--- src/rtl/stereo_blend_pkg.sv ---
// rtl/stereo_blend_pkg.sv - shared types, gain constants and saturation helper for the stereo blend stage
package stereo_blend_pkg;

    typedef enum logic [1:0] {
        MONO      = 2'd0,
        RAMP_UP   = 2'd1,
        STEREO    = 2'd2,
        RAMP_DOWN = 2'd3
    } blend_state_e;

    localparam int GAIN_WIDTH_DEF = 8;
    localparam int GAIN_ONE       = 1 << GAIN_WIDTH_DEF;

    // Clamp v into the signed range of a w-bit two's-complement word.
    function automatic longint sat_clip(input longint v, input int w);
        longint hi;
        longint lo;
        hi = (longint'(1) <<< (w - 1)) - 1;
        lo = -(longint'(1) <<< (w - 1));
        if (v > hi) return hi;
        if (v < lo) return lo;
        return v;
    endfunction

endpackage

--- src/rtl/stereo_blend_if.sv ---
// rtl/stereo_blend_if.sv - sample/pilot inputs and blended outputs of the stereo blend stage
interface stereo_blend_if #(
    parameter int DATA_WIDTH = 16,
    parameter int ERR_WIDTH  = 32,
    parameter int GAIN_WIDTH = 8
);
    logic signed [DATA_WIDTH-1:0] in_lpr;
    logic signed [DATA_WIDTH-1:0] in_lmr;
    logic                         in_valid;
    logic signed [ERR_WIDTH-1:0]  pilot_err;
    logic                         pilot_err_valid;
    logic                         force_mono;
    logic signed [DATA_WIDTH-1:0] out_left;
    logic signed [DATA_WIDTH-1:0] out_right;
    logic                         out_valid;
    logic                         stereo;
    logic [GAIN_WIDTH:0]          blend;

    modport master (
        output in_lpr, in_lmr, in_valid, pilot_err, pilot_err_valid, force_mono,
        input  out_left, out_right, out_valid, stereo, blend
    );

    modport slave (
        input  in_lpr, in_lmr, in_valid, pilot_err, pilot_err_valid, force_mono,
        output out_left, out_right, out_valid, stereo, blend
    );
endinterface

--- src/rtl/pilot_lock_detect.sv ---
// rtl/pilot_lock_detect.sv - pilot PLL lock decision from consecutive good/bad loop-error samples
module pilot_lock_detect #(
    parameter int ERR_WIDTH    = 32,
    parameter int LOCK_THRESH  = 32'sd4096,
    parameter int LOCK_COUNT   = 64,
    parameter int UNLOCK_COUNT = 16
) (
    input  logic                        clk,
    input  logic                        reset_n,
    input  logic signed [ERR_WIDTH-1:0] pilot_err,
    input  logic                        pilot_err_valid,
    output logic                        locked
);
    localparam int GCW = $clog2(LOCK_COUNT + 1);
    localparam int BCW = $clog2(UNLOCK_COUNT + 1);
    localparam logic [GCW-1:0] GOOD_MAX = GCW'(LOCK_COUNT);
    localparam logic [BCW-1:0] BAD_MAX  = BCW'(UNLOCK_COUNT);

    logic [GCW-1:0] good_cnt_q, good_cnt_d;
    logic [BCW-1:0] bad_cnt_q, bad_cnt_d;
    logic           locked_q, locked_d;
    logic [ERR_WIDTH-1:0] mag;
    logic           good;

    always_comb begin
        // The most-negative error has no positive twin; pin it to the largest magnitude.
        if (pilot_err == {1'b1, {(ERR_WIDTH-1){1'b0}}})
            mag = {1'b0, {(ERR_WIDTH-1){1'b1}}};
        else if (pilot_err[ERR_WIDTH-1])
            mag = ERR_WIDTH'(-pilot_err);
        else
            mag = pilot_err;
        good = $signed({1'b0, mag}) < $signed((ERR_WIDTH+1)'(LOCK_THRESH));
    end

    always_comb begin
        good_cnt_d = good_cnt_q;
        bad_cnt_d  = bad_cnt_q;
        locked_d   = locked_q;
        if (pilot_err_valid) begin
            if (good) begin
                bad_cnt_d = '0;
                if (good_cnt_q != GOOD_MAX) good_cnt_d = good_cnt_q + 1'b1;
                if (good_cnt_d == GOOD_MAX) locked_d = 1'b1;
            end else begin
                good_cnt_d = '0;
                if (bad_cnt_q != BAD_MAX) bad_cnt_d = bad_cnt_q + 1'b1;
                if (bad_cnt_d == BAD_MAX) locked_d = 1'b0;
            end
        end
    end

    always_ff @(posedge clk or negedge reset_n) begin
        if (!reset_n) begin
            good_cnt_q <= '0;
            bad_cnt_q  <= '0;
            locked_q   <= 1'b0;
        end else begin
            good_cnt_q <= good_cnt_d;
            bad_cnt_q  <= bad_cnt_d;
            locked_q   <= locked_d;
        end
    end

    assign locked = locked_q;
endmodule

--- src/rtl/stereo_blend_ctrl.sv ---
// rtl/stereo_blend_ctrl.sv - click-free mono/stereo blend FSM and two-stage L/R matrix with saturation
module stereo_blend_ctrl
    import stereo_blend_pkg::*;
#(
    parameter int DATA_WIDTH   = 16,
    parameter int ERR_WIDTH    = 32,
    parameter int LOCK_THRESH  = 32'sd4096,
    parameter int LOCK_COUNT   = 64,
    parameter int UNLOCK_COUNT = 16,
    parameter int GAIN_WIDTH   = GAIN_WIDTH_DEF
) (
    input  logic          clk,
    input  logic          reset_n,
    stereo_blend_if.slave bus
);
    localparam int PW = DATA_WIDTH + GAIN_WIDTH + 2;
    localparam logic [GAIN_WIDTH:0] UNITY = (GAIN_WIDTH+1)'(1 << GAIN_WIDTH);

    blend_state_e state_q, state_d;
    logic [GAIN_WIDTH:0] gain_q, gain_d, gain_up, gain_dn;
    logic locked, go_down;

    logic signed [PW-1:0]         prod_q, prod_d;
    logic signed [DATA_WIDTH-1:0] lpr_q, lpr_d;
    logic                         v1_q, v1_d;
    logic signed [DATA_WIDTH-1:0] out_left_q, out_left_d, out_right_q, out_right_d;
    logic                         out_valid_q, out_valid_d;
    logic signed [DATA_WIDTH:0]   s, sum_l, sum_r;

    pilot_lock_detect #(
        .ERR_WIDTH(ERR_WIDTH), .LOCK_THRESH(LOCK_THRESH),
        .LOCK_COUNT(LOCK_COUNT), .UNLOCK_COUNT(UNLOCK_COUNT)
    ) u_lock (
        .clk(clk), .reset_n(reset_n),
        .pilot_err(bus.pilot_err), .pilot_err_valid(bus.pilot_err_valid),
        .locked(locked)
    );

    // locked is registered, so a same-cycle pilot strobe cannot influence this step.
    assign go_down = bus.force_mono | ~locked;

    always_comb begin
        state_d = state_q;
        gain_d  = gain_q;
        gain_up = gain_q + 1'b1;
        gain_dn = gain_q - 1'b1;
        if (bus.in_valid) begin
            unique case (state_q)
                MONO: if (!go_down) begin
                    gain_d  = gain_up;
                    state_d = (gain_up == UNITY) ? STEREO : RAMP_UP;
                end
                RAMP_UP, RAMP_DOWN: if (go_down) begin
                    gain_d  = gain_dn;
                    state_d = (gain_dn == '0) ? MONO : RAMP_DOWN;
                end else begin
                    gain_d  = gain_up;
                    state_d = (gain_up == UNITY) ? STEREO : RAMP_UP;
                end
                STEREO: if (go_down) begin
                    gain_d  = gain_dn;
                    state_d = RAMP_DOWN;
                end
            endcase
        end
    end

    always_comb begin
        v1_d   = bus.in_valid;
        prod_d = bus.in_valid ? $signed(bus.in_lmr) * $signed({1'b0, gain_q}) : prod_q;
        lpr_d  = bus.in_valid ? bus.in_lpr : lpr_q;

        s     = (DATA_WIDTH+1)'(prod_q >>> GAIN_WIDTH);
        sum_l = $signed({lpr_q[DATA_WIDTH-1], lpr_q}) + s;
        sum_r = $signed({lpr_q[DATA_WIDTH-1], lpr_q}) - s;

        out_valid_d = v1_q;
        out_left_d  = v1_q ? DATA_WIDTH'(sat_clip(longint'(sum_l), DATA_WIDTH)) : out_left_q;
        out_right_d = v1_q ? DATA_WIDTH'(sat_clip(longint'(sum_r), DATA_WIDTH)) : out_right_q;
    end

    always_ff @(posedge clk or negedge reset_n) begin
        if (!reset_n) begin
            state_q     <= MONO;
            gain_q      <= '0;
            prod_q      <= '0;
            lpr_q       <= '0;
            v1_q        <= 1'b0;
            out_left_q  <= '0;
            out_right_q <= '0;
            out_valid_q <= 1'b0;
        end else begin
            state_q     <= state_d;
            gain_q      <= gain_d;
            prod_q      <= prod_d;
            lpr_q       <= lpr_d;
            v1_q        <= v1_d;
            out_left_q  <= out_left_d;
            out_right_q <= out_right_d;
            out_valid_q <= out_valid_d;
        end
    end

    assign bus.out_left  = out_left_q;
    assign bus.out_right = out_right_q;
    assign bus.out_valid = out_valid_q;
    assign bus.stereo    = (state_q == STEREO);
    assign bus.blend     = gain_q;
endmodule

--- src/flat_wrapper.sv ---
// flat-port wrapper written by rule: the top's interface ports become plain ports
module stereo_blend_ctrl_flat import stereo_blend_pkg::*;
#(
    parameter int DATA_WIDTH   = 16,
    parameter int ERR_WIDTH    = 32,
    parameter int LOCK_THRESH  = 32'sd4096,
    parameter int LOCK_COUNT   = 64,
    parameter int UNLOCK_COUNT = 16,
    parameter int GAIN_WIDTH   = GAIN_WIDTH_DEF
)
  (clk, reset_n, bus_in_lpr, bus_in_lmr, bus_in_valid, bus_pilot_err, bus_pilot_err_valid, bus_force_mono, bus_out_left, bus_out_right, bus_out_valid, bus_stereo, bus_blend);
  stereo_blend_if #(.DATA_WIDTH(DATA_WIDTH), .ERR_WIDTH(ERR_WIDTH), .GAIN_WIDTH(GAIN_WIDTH)) bus_i ();
  input  logic clk;
  input  logic reset_n;
  input wire logic [$bits(bus_i.in_lpr)-1:0] bus_in_lpr;
  input wire logic [$bits(bus_i.in_lmr)-1:0] bus_in_lmr;
  input wire logic [$bits(bus_i.in_valid)-1:0] bus_in_valid;
  input wire logic [$bits(bus_i.pilot_err)-1:0] bus_pilot_err;
  input wire logic [$bits(bus_i.pilot_err_valid)-1:0] bus_pilot_err_valid;
  input wire logic [$bits(bus_i.force_mono)-1:0] bus_force_mono;
  output wire logic [$bits(bus_i.out_left)-1:0] bus_out_left;
  output wire logic [$bits(bus_i.out_right)-1:0] bus_out_right;
  output wire logic [$bits(bus_i.out_valid)-1:0] bus_out_valid;
  output wire logic [$bits(bus_i.stereo)-1:0] bus_stereo;
  output wire logic [$bits(bus_i.blend)-1:0] bus_blend;
  assign bus_i.in_lpr = bus_in_lpr;
  assign bus_i.in_lmr = bus_in_lmr;
  assign bus_i.in_valid = bus_in_valid;
  assign bus_i.pilot_err = bus_pilot_err;
  assign bus_i.pilot_err_valid = bus_pilot_err_valid;
  assign bus_i.force_mono = bus_force_mono;
  assign bus_out_left = bus_i.out_left;
  assign bus_out_right = bus_i.out_right;
  assign bus_out_valid = bus_i.out_valid;
  assign bus_stereo = bus_i.stereo;
  assign bus_blend = bus_i.blend;
  stereo_blend_ctrl #(.DATA_WIDTH(DATA_WIDTH), .ERR_WIDTH(ERR_WIDTH), .LOCK_THRESH(LOCK_THRESH), .LOCK_COUNT(LOCK_COUNT), .UNLOCK_COUNT(UNLOCK_COUNT), .GAIN_WIDTH(GAIN_WIDTH)) u_core (.clk(clk), .reset_n(reset_n), .bus(bus_i));
endmodule
--- config.mk ---
export PLATFORM = sky130hd
export DESIGN_NAME = stereo_blend_ctrl_flat
export DESIGN_NICKNAME = d
export VERILOG_FILES = /design/src/rtl/stereo_blend_pkg.sv /design/src/rtl/stereo_blend_if.sv /design/src/rtl/pilot_lock_detect.sv /design/src/rtl/stereo_blend_ctrl.sv /design/src/flat_wrapper.sv
export SDC_FILE = /design/constraint.sdc
export NUM_CORES = 1
export LEC_CHECK = 0
export CORE_MARGIN = 2
export CORE_UTILIZATION = 45
export DETAILED_ROUTE_END_ITERATION = 7
export GPL_TIMING_DRIVEN = 0
export PLACE_DENSITY = 0.74
export SLEW_MARGIN = 30
export SYNTH_ARGS = -nofsm -noshare
export SYNTH_HDL_FRONTEND = slang
export SYNTH_SLANG_ARGS = --single-unit
--- constraint.sdc ---
create_clock -name clk -period 10.4 [get_ports clk]
set_input_delay 3.12 -clock clk [delete_from_list [all_inputs] [get_ports clk]]
set_output_delay 3.12 -clock clk [all_outputs]
set_load 0.03 [all_outputs]
# ---- Yosys cells after proc, flatten, opt, wreduce, memory -nomap -nowiden
# Cells that the tools add are included.
dict set report word_totals {
  in_bits 69
  ff_bits 99
  out_inout_bits 43
}
dict set report op_classes {
  reduce_logical 6
  n_lt_le_gt_ge 5
  multipliers 1
  bitwise_logic 2
  n_mux 37
  addsub 7
  n_eq_ne 12
}
# operator n
set op_table {}
lappend op_table {{16-bit 2-to-1 mux} 6}
lappend op_table {{32-bit 2-to-1 mux} 2}
lappend op_table {{17-bit by 16-bit > comparator with 1-bit output, second input constant} 2}
lappend op_table {{17-bit by 16-bit < comparator with 1-bit output, second input constant} 2}
lappend op_table {{32-bit == test, second input constant} 1}
lappend op_table {{32-bit by 13-bit < comparator with 1-bit output, second input constant} 1}
lappend op_table {{32-bit negator} 1}
lappend op_table {{15-bit 2-to-1 mux} 2}
lappend op_table {{7-bit 2-to-1 mux} 4}
lappend op_table {{9-bit 2-to-1 mux} 3}
lappend op_table {{9-bit case mux with 3 select lines} 1}
lappend op_table {{16-bit by 10-bit multiplier with 25-bit output} 1}
lappend op_table {{5-bit 2-to-1 mux} 4}
lappend op_table {{16-bit by 17-bit adder with 17-bit output} 1}
lappend op_table {{16-bit by 17-bit subtractor with 17-bit output} 1}
lappend op_table {{2-bit 2-to-1 mux} 5}
lappend op_table {{9-bit by 1-bit adder with 9-bit output, second input constant} 1}
lappend op_table {{9-bit == test, second input constant} 1}
lappend op_table {{9-bit logical NOT} 1}
lappend op_table {{1-bit 2-to-1 mux} 9}
lappend op_table {{9-bit by 1-bit subtractor with 9-bit output, second input constant} 1}
lappend op_table {{7-bit by 1-bit adder with 7-bit output, second input constant} 1}
lappend op_table {{7-bit == test, second input constant} 1}
lappend op_table {{7-bit != test, second input constant} 1}
lappend op_table {{other kinds (14)} 17}

# ---- Depth between registers and ports, before layout
# Gate-level depths: netlist of the first run.
dict set report logic_depth {
  depth_word 9
  depth_mapped 23
  ltp_nobuf 21
}

# ---- Cells and area by module
# A second synthesis of the first run with hierarchy kept.
dict set report unflattened {
  cells_unflattened 1291
  area_unflattened_um2 11512.3
}
# module seq_area_each_um2 area_per_inst_um2 cells_each n_inst
set modules_own_cells {}
lappend modules_own_cells {stereo_blend_ctrl 1951.9 10039.6 1089 1}
lappend modules_own_cells {pilot_lock_detect 325.3 1472.7 202 1}

# ---- Worst setup path before layout of the first run
# No wires, ideal clock.
dict set report synth_path {
  path_type {input -> register}
  start {input bus_in_lmr[6]}
  end {register u_core.prod_q[24]}
  setup_time_ps 125
  arrival_ps 7980
  setup_slack_ps 2295
  cell_stages 19
  required_time_ps 10275
  cell_sequence {buf_1 -> nand2_1 -> fa_1 -> inv_1 -> fa_1 -> fa_1 -> fa_1 -> inv_1 -> fa_1 -> inv_1 -> ha_1 -> and3_1 -> a221o_1 -> o211ai_1 -> and2_1 -> o311a_1 -> a21oi_1 -> xnor2_1 -> mux2_2}
}
dict set report synth_via {
  elab_chain_len 1
}
# item line_no
set synth_rtl {}
lappend synth_rtl {{start: declaration} flat_wrapper.sv:16} ;# input wire logic [$bits(bus_i.in_lmr)-1:0] bus_in_lmr;
lappend synth_rtl {{16-bit by 10-bit multiplier with 25-bit output} stereo_blend_ctrl.sv:70} ;# prod_d = bus.in_valid ? $signed(bus.in_lmr) * $signed({1'b0, gain_q}) : prod_q;
lappend synth_rtl {{end signal: assignment} stereo_blend_ctrl.sv:95} ;# prod_q <= prod_d;
lappend synth_rtl {{end: declaration} stereo_blend_ctrl.sv:23} ;# logic signed [PW-1:0] prod_q, prod_d;
# No other way between the ends.
# A chain may end at the register's enable or synchronous reset.

# ---- Worst setup path after layout of the first run
dict set report layout_path {
  start {input bus_in_lmr[3]}
  end {register u_core.prod_q[24]}
}
# The elaborated chain is that of the path after synthesis.

==> Flow_metrics.wiki, run 1 <==
{| class="wikitable"
! Metric !! Value
|-
| Final core utilization || 0.5228
|-
| Launch point of the worst reg-to-reg path || u_core.bus.blend[2]
|-
| Total grt overflow || 0
|-
| Number of rows in the core area || 58
|-
| Count of port buffers added during placement || 98
|-
| Number of clock sinks || 91
|-
| Worst-case headroom to the max-slew limit || 0.3556
|-
| Met1 global-route usage || 0.2916
|-
| TritonCTS clock tree || done
|-
| Initial standard-cell utilization of the core || 0.4533
|-
| Arrival time of the worst setup path || 9.15 ns
|-
| Register area share after synthesis || 0.2012
|-
| Placeable core region || 0.02496 sq mm
|-
| Die area || 0.02643 sq mm
|-
| Yosys warning count || 0
|-
| Global routing met2 resource utilization || 0.3582
|-
| Routability congestion estimate from global placement || 0.8692
|-
| Required @ worst endpoint || 10.69 ns
|-
| # IOs || 112
|-
| Maximum buffer depth of the clock tree || 2
|-
| Synthesized net count || 1,549
|-
| Post-synthesis cell area || 0.01132 sq mm
|-
| Maxcap violations || 0
|-
| Pin count of the biggest net entering global routing || 48
|-
| Deepest level of the CTS H-tree || 3
|-
| Via count normalized by instance count || 5.374
|-
| DRC violation count after routing || 0
|-
| Critical Path Sink Type || flop
|-
| Number of antenna violations at the first check in global routing || 0
|-
| Post-DR wirelength/cell || 15.81 microns
|-
| Maximum clock skew at final layout || 0.006856 ns
|-
| Count of buffers added by post-CTS timing repair for setup || 0
|-
| Leading cell types by total area after synthesis || sky130_fd_sc_hd__fa_1 (21%), sky130_fd_sc_hd__dfrtp_1 (20%), sky130_fd_sc_hd__ha_1 (10%), sky130_fd_sc_hd__inv_1 (6.7%), sky130_fd_sc_hd__and2_1 (4.4%)
|-
| Synthesis-to-finish area growth || 15.32%
|-
| Final wirelength || 27,150 microns
|-
| CTS Root Cell || sky130_fd_sc_hd__clkbuf_16
|-
| Insertion delay to the later sink of the worst-skew pair || 0.35 ns
|-
| RSZ-0062 raised after global routing || false
|-
| Synthesized flop and latch total || 91
|-
| Hold Crit Class || reg -> reg
|-
| Yosys top cell area share || 0.2123
|-
| Most used standard cells in the synthesized netlist || sky130_fd_sc_hd__inv_1 (201), sky130_fd_sc_hd__fa_1 (120), sky130_fd_sc_hd__nand2_1 (111), sky130_fd_sc_hd__dfrtp_1 (91), sky130_fd_sc_hd__ha_1 (91)
|-
| Number of hold buffers added after CTS || 0
|-
| Number of nets with antenna violations after routing || 0
|-
| Global route hottest layer || met2
|-
| Final Setup Violations || 0
|-
| Global routing met3 resource utilization || 0.02928
|-
| Layout net count || 1,659
|-
| Average footprint of a synthesized cell || 8.918 sq um
|-
| Transition at the pin with the smallest max-transition slack || 0.9597 ns
|-
| Hold Startpoint || u_core.bus.out_left[0]
|-
| Detailed-router iteration count before antenna repair || 5
|-
| Filler Cells Inserted || 2,310
|-
| Final period demand of the worst path || 8.865 ns
|-
| Vertical die dimension || 162.6 microns
|-
| Fraction of layout instances using a drive strength above 1 || 0.04552
|-
| Count of vias placed by the detailed router || 9,227
|-
| Worst setup margin || 1.535 ns
|-
| Period utilisation layout || 0.8524
|-
| Via count of the first global-routing pass || 9,232
|-
| HPWL after DPL || 22,070 microns
|-
| Nature of the critical path startpoint || input pin
|-
| Max Clk Rate || 112.8 MHz
|-
| Launch point of the worst path || bus_in_lmr[3]
|-
| Setup_tns || 0 ns
|-
| Number of buffers added by the clock tree synthesis step || 9
|-
| Pre-CTS setup slack || 1.242 ns
|-
| Type of the setup path with the least slack || in -> reg
|-
| Share of async-settable or async-resettable flops after synthesis || 1.000
|-
| Most frequently used cell type in the post-synthesis netlist || sky130_fd_sc_hd__inv_1
|-
| Total routing usage reported by global routing || 0.2141
|-
| Largest fanout of any net on the critical path || 9
|-
| First-pass GRT wire length || 45,620 microns
|-
| Final Max Tran Viols || 0
|-
| Gate count of the mapped netlist || 1,269
|-
| Library cells used by synthesis || 79
|-
| Final hold violation count || 0
|-
| Post-cts sizing count || 0
|-
| Result of the run || finished clean
|-
| Initial DRC count || 611
|-
| Post-synth EDFFs || 0
|-
| Clock transition at the register clock pins on the worst setup and hold paths after CTS || 0.06 ns
|-
| Largest area contributor in the netlist || sky130_fd_sc_hd__fa_1
|-
| Horizontal extent of the die || 162.6 microns
|-
| Most used flip-flop cell after synthesis || sky130_fd_sc_hd__dfrtp_1
|}
[cells by family after synthesis]
| kind of cell | Yosys count | synth area share |
|---|---|---|
| simple gates | 379 | 0.1791 |
| buf+inv | 262 | 0.08911 |
| compound gates | 234 | 0.1415 |
| fa+ha+maj | 211 | 0.3129 |
| flops | 91 | 0.2012 |
| xor+xnor | 65 | 0.05030 |
| mux | 27 | 0.02587 |
[sequential cells by signal, indices dropped and copies added (netlist names), named ones only]
name and count:
u_core.prod_q 17, u_core.out_valid_d 1, u_core.bus.out_valid 1, u_core.lpr_q 16, u_core.u_lock.good_cnt_q 7, u_core.state_q 1
u_core.bus.out_left 16, u_core.bus.blend 9, u_core.u_lock.locked 1, u_core.bus.out_right 16, u_core.u_lock.bad_cnt_q 5
[critical path, cell delays in order]
cell and delay, ns:
sky130_fd_sc_hd__clkdlybuf4s50_1 0.66, sky130_fd_sc_hd__nand2_1 0.13, sky130_fd_sc_hd__fa_1 0.53, sky130_fd_sc_hd__fa_1 0.50
sky130_fd_sc_hd__inv_1 0.05, sky130_fd_sc_hd__fa_1 0.50, sky130_fd_sc_hd__fa_1 0.55, sky130_fd_sc_hd__inv_1 0.06
sky130_fd_sc_hd__fa_1 0.56, sky130_fd_sc_hd__inv_1 0.05, sky130_fd_sc_hd__ha_1 0.33, sky130_fd_sc_hd__and3_1 0.22
sky130_fd_sc_hd__a221o_1 0.36, sky130_fd_sc_hd__o211ai_1 0.28, sky130_fd_sc_hd__and2_1 0.29, sky130_fd_sc_hd__o311a_1 0.25
sky130_fd_sc_hd__a21oi_1 0.09, sky130_fd_sc_hd__xnor2_1 0.36, sky130_fd_sc_hd__mux2_2 0.24
[worst paths after layout]
| path | to | slack, ns | cells past startpoint |
|---|---|---|---|
| worst max register to register | u_core.prod_q[24] | 3.41 | 20 |
| worst max-delay path | u_core.prod_q[24] | 1.54 | 19 |
| min in group asynchronous | u_core.bus.out_right[3] | 2.68 | 1 |
| worst min register to register | u_core.bus.out_left[0] | 0.49 | 1 |
| max in group asynchronous | u_core.prod_q[13] | 7.15 | 2 |
| worst min-delay path | u_core.bus.out_left[0] | 0.49 | 1 |
[per-stage QoR]
stage          instances  hold WS [ns]  area [sq um]
5_1_grt             1714        0.5073         13040
2_1_floorplan       1269        0.4312         11320
6_report            1717        0.4859         13050
3_3_place_gp        1697        0.4726         12710
3_5_place_dp        1698        0.4742         12740
4_1_cts             1714        0.4907         13040
[routing by layer]
| metal | vias to the layer above | share of wire | routed length [microns] |
|---|---|---|---|
| li1 | 4423 | - | - |
| met1 | 4516 | 0.45 | 12080 |
| met2 | 258 | 0.48 | 13000 |
| met3 | 30 | 0.060 | 1617 |
| met4 | 0 | 0.017 | 452 |
| met5 | - | 0 | 0 |
[final cells by class]
type	instances	area, sq um	share of cell area
Tap cell	330	412.9	0.03164
Timing Repair Buffer	99	1010	0.07737
Clock buffer	11	242.7	0.01860
Antenna cell	3	7.507	0.0005752
Clock inverter	5	61.31	0.004698
Multi-Input combinational cell	916	8031	0.6154
Inverter	201	754.5	0.05781
Sequential cell	91	2277	0.1745
Buffer	61	254.0	0.01946
[placed cells by master, fill, tap and decap left out, types with 15 or more instances in the layout]
cell type	n
sky130_fd_sc_hd__a21oi_1	61
sky130_fd_sc_hd__and2_1	80
sky130_fd_sc_hd__clkbuf_1	50
sky130_fd_sc_hd__clkdlybuf4s50_1	97
sky130_fd_sc_hd__dfrtp_1	91
sky130_fd_sc_hd__fa_1	120
sky130_fd_sc_hd__ha_1	91
sky130_fd_sc_hd__inv_1	201
sky130_fd_sc_hd__mux2_2	18
sky130_fd_sc_hd__nand2_1	111
sky130_fd_sc_hd__nand3_1	15
sky130_fd_sc_hd__nor2_1	51
sky130_fd_sc_hd__nor3_1	27
sky130_fd_sc_hd__o21ai_0	43
sky130_fd_sc_hd__o2bb2ai_1	29
sky130_fd_sc_hd__xnor2_1	45
sky130_fd_sc_hd__xor2_1	20
Power of run 1 is not shown: default switching activity piles up to over one toggle a cycle in this logic, so the estimate is an artifact.
==> run 2, diff against run 1 <==
SLEW_MARGIN = 20   (was 30)
==> results of run 2 <==
Same layout as run 1: the final DEF is identical, and so are final timing and power.
Power of run 2 is left out for the same reason.
==> run 3, diff against run 2 <==
SYNTH_HIERARCHICAL = 1   (was default)
==> run 3 against run 2 <==
Register-to-register slack improved by 0.38 ns. Area after synthesis rose by 1.7%. Flip-flop and latch count did not move. Synthesized cell count rose by 1.7%. Maximum frequency rose by 3.6%. Sequential share of layout area fell by 0.31 points. Clock skew rose by 0.0040 ns. Core utilization rose by 0.49 points. Non-clock buffer count rose by 6. Count of clock-buffer cells in the layout fell by 2. Final cell count rose by 1.3%. Critical path type unchanged. Largest cell class unchanged. Highest routed layer unchanged.
==> Flow_metrics.wiki, run 3 <==
{| class="wikitable"
! Metric !! Value
|-
| Result of the run || finished clean
|-
| Max Clk Rate || 116.9 MHz (+3.6%)
|-
| Largest fanout of any net on the critical path || 9 (unchanged)
|-
| Yosys warning count || 6 (+6)
|-
| Maximum clock skew at final layout || 0.01082 ns (+0.003962 ns)
|-
| Number of antenna diodes || 0 (-3)
|-
| Layout net count || 1,685 (+1.6%)
|-
| Number of hold buffers added after CTS || 0 (unchanged)
|-
| Maxcap violations || 0 (unchanged)
|-
| Crit path max-delay family || adder cells
|-
| HPWL after DPL || 22,700 microns (+2.9%)
|-
| Largest register FFs || 17 (unchanged)
|-
| Vertical die dimension || 163.9 microns (+0.84%)
|-
| Post-cts sizing count || 0 (unchanged)
|-
| Horizontal extent of the die || 163.9 microns (+0.84%)
|-
| Number of nets with antenna violations after routing || 0 (unchanged)
|-
| Gate count of the mapped netlist || 1,291 (+1.7%)
|-
| Count of buffers added by post-CTS timing repair for setup || 0 (unchanged)
|-
| Critical Path Sink Type || flop
|-
| Post-synthesis cell area || 0.01151 sq mm (+1.7%)
|-
| Via count normalized by instance count || 5.391 (+0.33%)
|-
| Library cells used by synthesis || 82 (+3.8%)
|-
| Type of the setup path with the least slack || in -> reg
|-
| Critical-path top delay cell || sky130_fd_sc_hd__clkdlybuf4s50_1
|-
| Number of rows in the core area || 58 (unchanged)
|-
| Fraction of layout instances using a drive strength above 1 || 0.05319 (+0.007671)
|-
| Die area || 0.02688 sq mm (+1.7%)
|-
| Most frequently used cell type in the post-synthesis netlist || sky130_fd_sc_hd__inv_1
|-
| Required @ worst endpoint || 10.63 ns (-0.06 ns)
|-
| Register with the most flip-flops || u_core/prod_q
|-
| CTS Root Cell || sky130_fd_sc_hd__clkbuf_16
|-
| Stage delay of the slowest cell on the critical path || 0.71 ns (+0.05 ns)
|-
| Post-DR wirelength/cell || 16.07 microns (+1.6%)
|-
| Synthesized net count || 1,571 (+1.4%)
|-
| Maximum buffer depth of the clock tree || 2 (unchanged)
|-
| Number of antenna violations at the first check in global routing || 0 (unchanged)
|-
| Deepest level of the CTS H-tree || 3 (unchanged)
|-
| Share of async-settable or async-resettable flops after synthesis || 1.000 (unchanged)
|-
| Routability congestion estimate from global placement || 0.9257 (+6.5%)
|-
| DRC violation count after routing || 0 (unchanged)
|-
| Setup_tns || 0 ns (unchanged)
|-
| Worst-case headroom to the max-slew limit || 0.4695 (+0.1139)
|-
| Count of port buffers added during placement || 102 (+4.1%)
|-
| Detailed-router iteration count before antenna repair || 4 (-1)
|-
| Synthesis-to-finish area growth || 15.42% (about the same)
|-
| Final hold violation count || 0 (unchanged)
|-
| Leading cell types by total area after synthesis || sky130_fd_sc_hd__fa_1 (21%), sky130_fd_sc_hd__dfrtp_1 (20%), sky130_fd_sc_hd__ha_1 (9.9%), sky130_fd_sc_hd__inv_1 (5.9%), sky130_fd_sc_hd__and2_1 (4.2%)
|-
| Final Setup Violations || 0 (unchanged)
|-
| # IOs || 112 (unchanged)
|-
| Synthesized flop and latch total || 91 (unchanged)
|-
| Most used standard cells in the synthesized netlist || sky130_fd_sc_hd__inv_1 (181), sky130_fd_sc_hd__fa_1 (120), sky130_fd_sc_hd__nand2_1 (107), sky130_fd_sc_hd__dfrtp_1 (91), sky130_fd_sc_hd__ha_1 (91)
|-
| Yosys top cell area share || 0.2087 (-0.003599)
|-
| Final wirelength || 27,960 microns (+3.0%)
|-
| First-pass GRT wire length || 46,740 microns (+2.5%)
|-
| Initial DRC count || 700 (+15%)
|-
| Insertion delay to the later sink of the worst-skew pair || 0.36 ns (about the same)
|-
| Final period demand of the worst path || 8.556 ns (-0.3092 ns)
|-
| Placeable core region || 0.02518 sq mm (+0.87%)
|-
| Post-synth EDFFs || 0 (unchanged)
|-
| Hold Crit Class || reg -> reg
|-
| Number of buffers added by the clock tree synthesis step || 9 (unchanged)
|-
| Cell repeated most along the worst path || sky130_fd_sc_hd__fa_1
|-
| Number of clock sinks || 91 (unchanged)
|-
| Initial standard-cell utilization of the core || 0.4572 (+0.003832)
|-
| Count of vias placed by the detailed router || 9,381 (+1.7%)
|-
| Nature of the critical path startpoint || input pin
|-
| Pin count of the biggest net entering global routing || 79 (+65%)
|-
| Most used flip-flop cell after synthesis || sky130_fd_sc_hd__dfrtp_1
|-
| Top library cells by usage in the layout, fill and taps aside || sky130_fd_sc_hd__inv_1 (181), sky130_fd_sc_hd__fa_1 (120), sky130_fd_sc_hd__nand2_1 (107)
|-
| Total grt overflow || 0 (unchanged)
|-
| Transition at the pin with the smallest max-transition slack || 0.7834 ns (-0.1764 ns)
|-
| Clock transition at the register clock pins on the worst setup and hold paths after CTS || 0.07 ns (about the same)
|-
| Average footprint of a synthesized cell || 8.917 sq um (about the same)
|-
| RSZ-0062 raised after global routing || false
|-
| Register area share after synthesis || 0.1978 (-0.003412)
|-
| TritonCTS clock tree || done
|-
| Via count of the first global-routing pass || 9,496 (+2.9%)
|-
| Arrival time of the worst setup path || 8.79 ns (-0.36 ns)
|-
| Largest area contributor in the netlist || sky130_fd_sc_hd__fa_1
|-
| Period utilisation layout || 0.8227 (-0.02973)
|-
| Number of buffer and inverter instances along the worst setup path || 4 (unchanged)
|-
| Most common library cell in the layout ignoring fill and taps || sky130_fd_sc_hd__inv_1
|-
| Final Max Tran Viols || 0 (unchanged)
|-
| Sequence of cells on the critical path || clkdlybuf4s50_1, nand2_1, fa_1, inv_1, fa_1, inv_1, fa_1, inv_1, fa_1, fa_1, ha_1, o211ai_1, or3_1, o211ai_2, a31oi_1, o21ai_2, a41o_1, a21oi_1, or3b_1
|-
| Total routing usage reported by global routing || 0.2177 (+0.003612)
|}
==> run 3: changes by cell type after synthesis, moves of 7 or more <==
cell,before,now
sky130_fd_sc_hd__inv_1,201,181
sky130_fd_sc_hd__nand2b_1,13,4
sky130_fd_sc_hd__nor2_1,51,83
sky130_fd_sc_hd__nor2b_1,8,17
sky130_fd_sc_hd__o2bb2ai_1,29,20
sky130_fd_sc_hd__o2bb2ai_2,0,10
sky130_fd_sc_hd__xnor2_1,45,37
sky130_fd_sc_hd__xor2_1,20,27
==> run 3: metal layers <==
layer,up-vias,track usage,part of all wire
li1,4530,-,-
met1,4544,0.2908,0.45
met2,258,0.3613,0.47
met3,49,0.02475,0.041
met4,0,0.08852,0.034
met5,-,0,0
==> run 3: cell type report <==
class                      instances  area, sq um
buffer                            63        284.0
clock buffer                       9        225.2
clock inverter                     7        87.58
fill                            2270        11890
inverter                         181        679.4
multi-input combinational        956         8272
sequential                        91         2277
tap                              330        412.9
timing repair buffer             103         1050
==> run 3: final timing paths <==
kind	from	endpoint	slack (ns)	cells past startpoint
max	bus_in_lmr[7]	u_core/prod_q[18]	1.84	19
min	u_core/bus.out_left[2]	u_core/bus.out_left[2]	0.49	1
max reg2reg	u_core/bus.blend[3]	u_core/prod_q[18]	3.79	20
min reg2reg	u_core/bus.out_left[2]	u_core/bus.out_left[2]	0.49	1
max in group asynchronous	reset_n	u_core/bus.out_left[9]	7.22	2
min in group asynchronous	reset_n	u_core/u_lock/good_cnt_q[2]	2.57	1
==> run 3: cell families (layout without fill, tap and decap cells) <==
| group | count (synthesis) | after routing | synth area share |
|---|---|---|---|
| simple gates | 399 | 399 | 0.1772 |
| compound gates | 256 | 256 | 0.1606 |
| buf+inv | 244 | 363 | 0.08369 |
| fa+ha+maj | 211 | 211 | 0.3076 |
| flops | 91 | 91 | 0.1978 |
| xor+xnor | 64 | 64 | 0.04869 |
| mux | 26 | 26 | 0.02445 |
==> run 3: through the flow <==
stage / setup WS (ns) / util / std cells / hold slack, ns / cell area [sq um]
2_1_floorplan: 2.256 / - / 1291 / 0.4645 / 11510
4_1_cts: 1.849 / 0.5277 / 1740 / 0.4942 / 13290
6_report: 1.844 / 0.5277 / 1740 / 0.4865 / 13290
3_5_place_dp: 1.458 / 0.5153 / 1724 / 0.4736 / 12970
5_1_grt: 1.545 / 0.5277 / 1740 / 0.5021 / 13290
3_3_place_gp: 1.593 / 0.5141 / 1723 / 0.4737 / 12950
Power of run 3 is left out for the same reason.
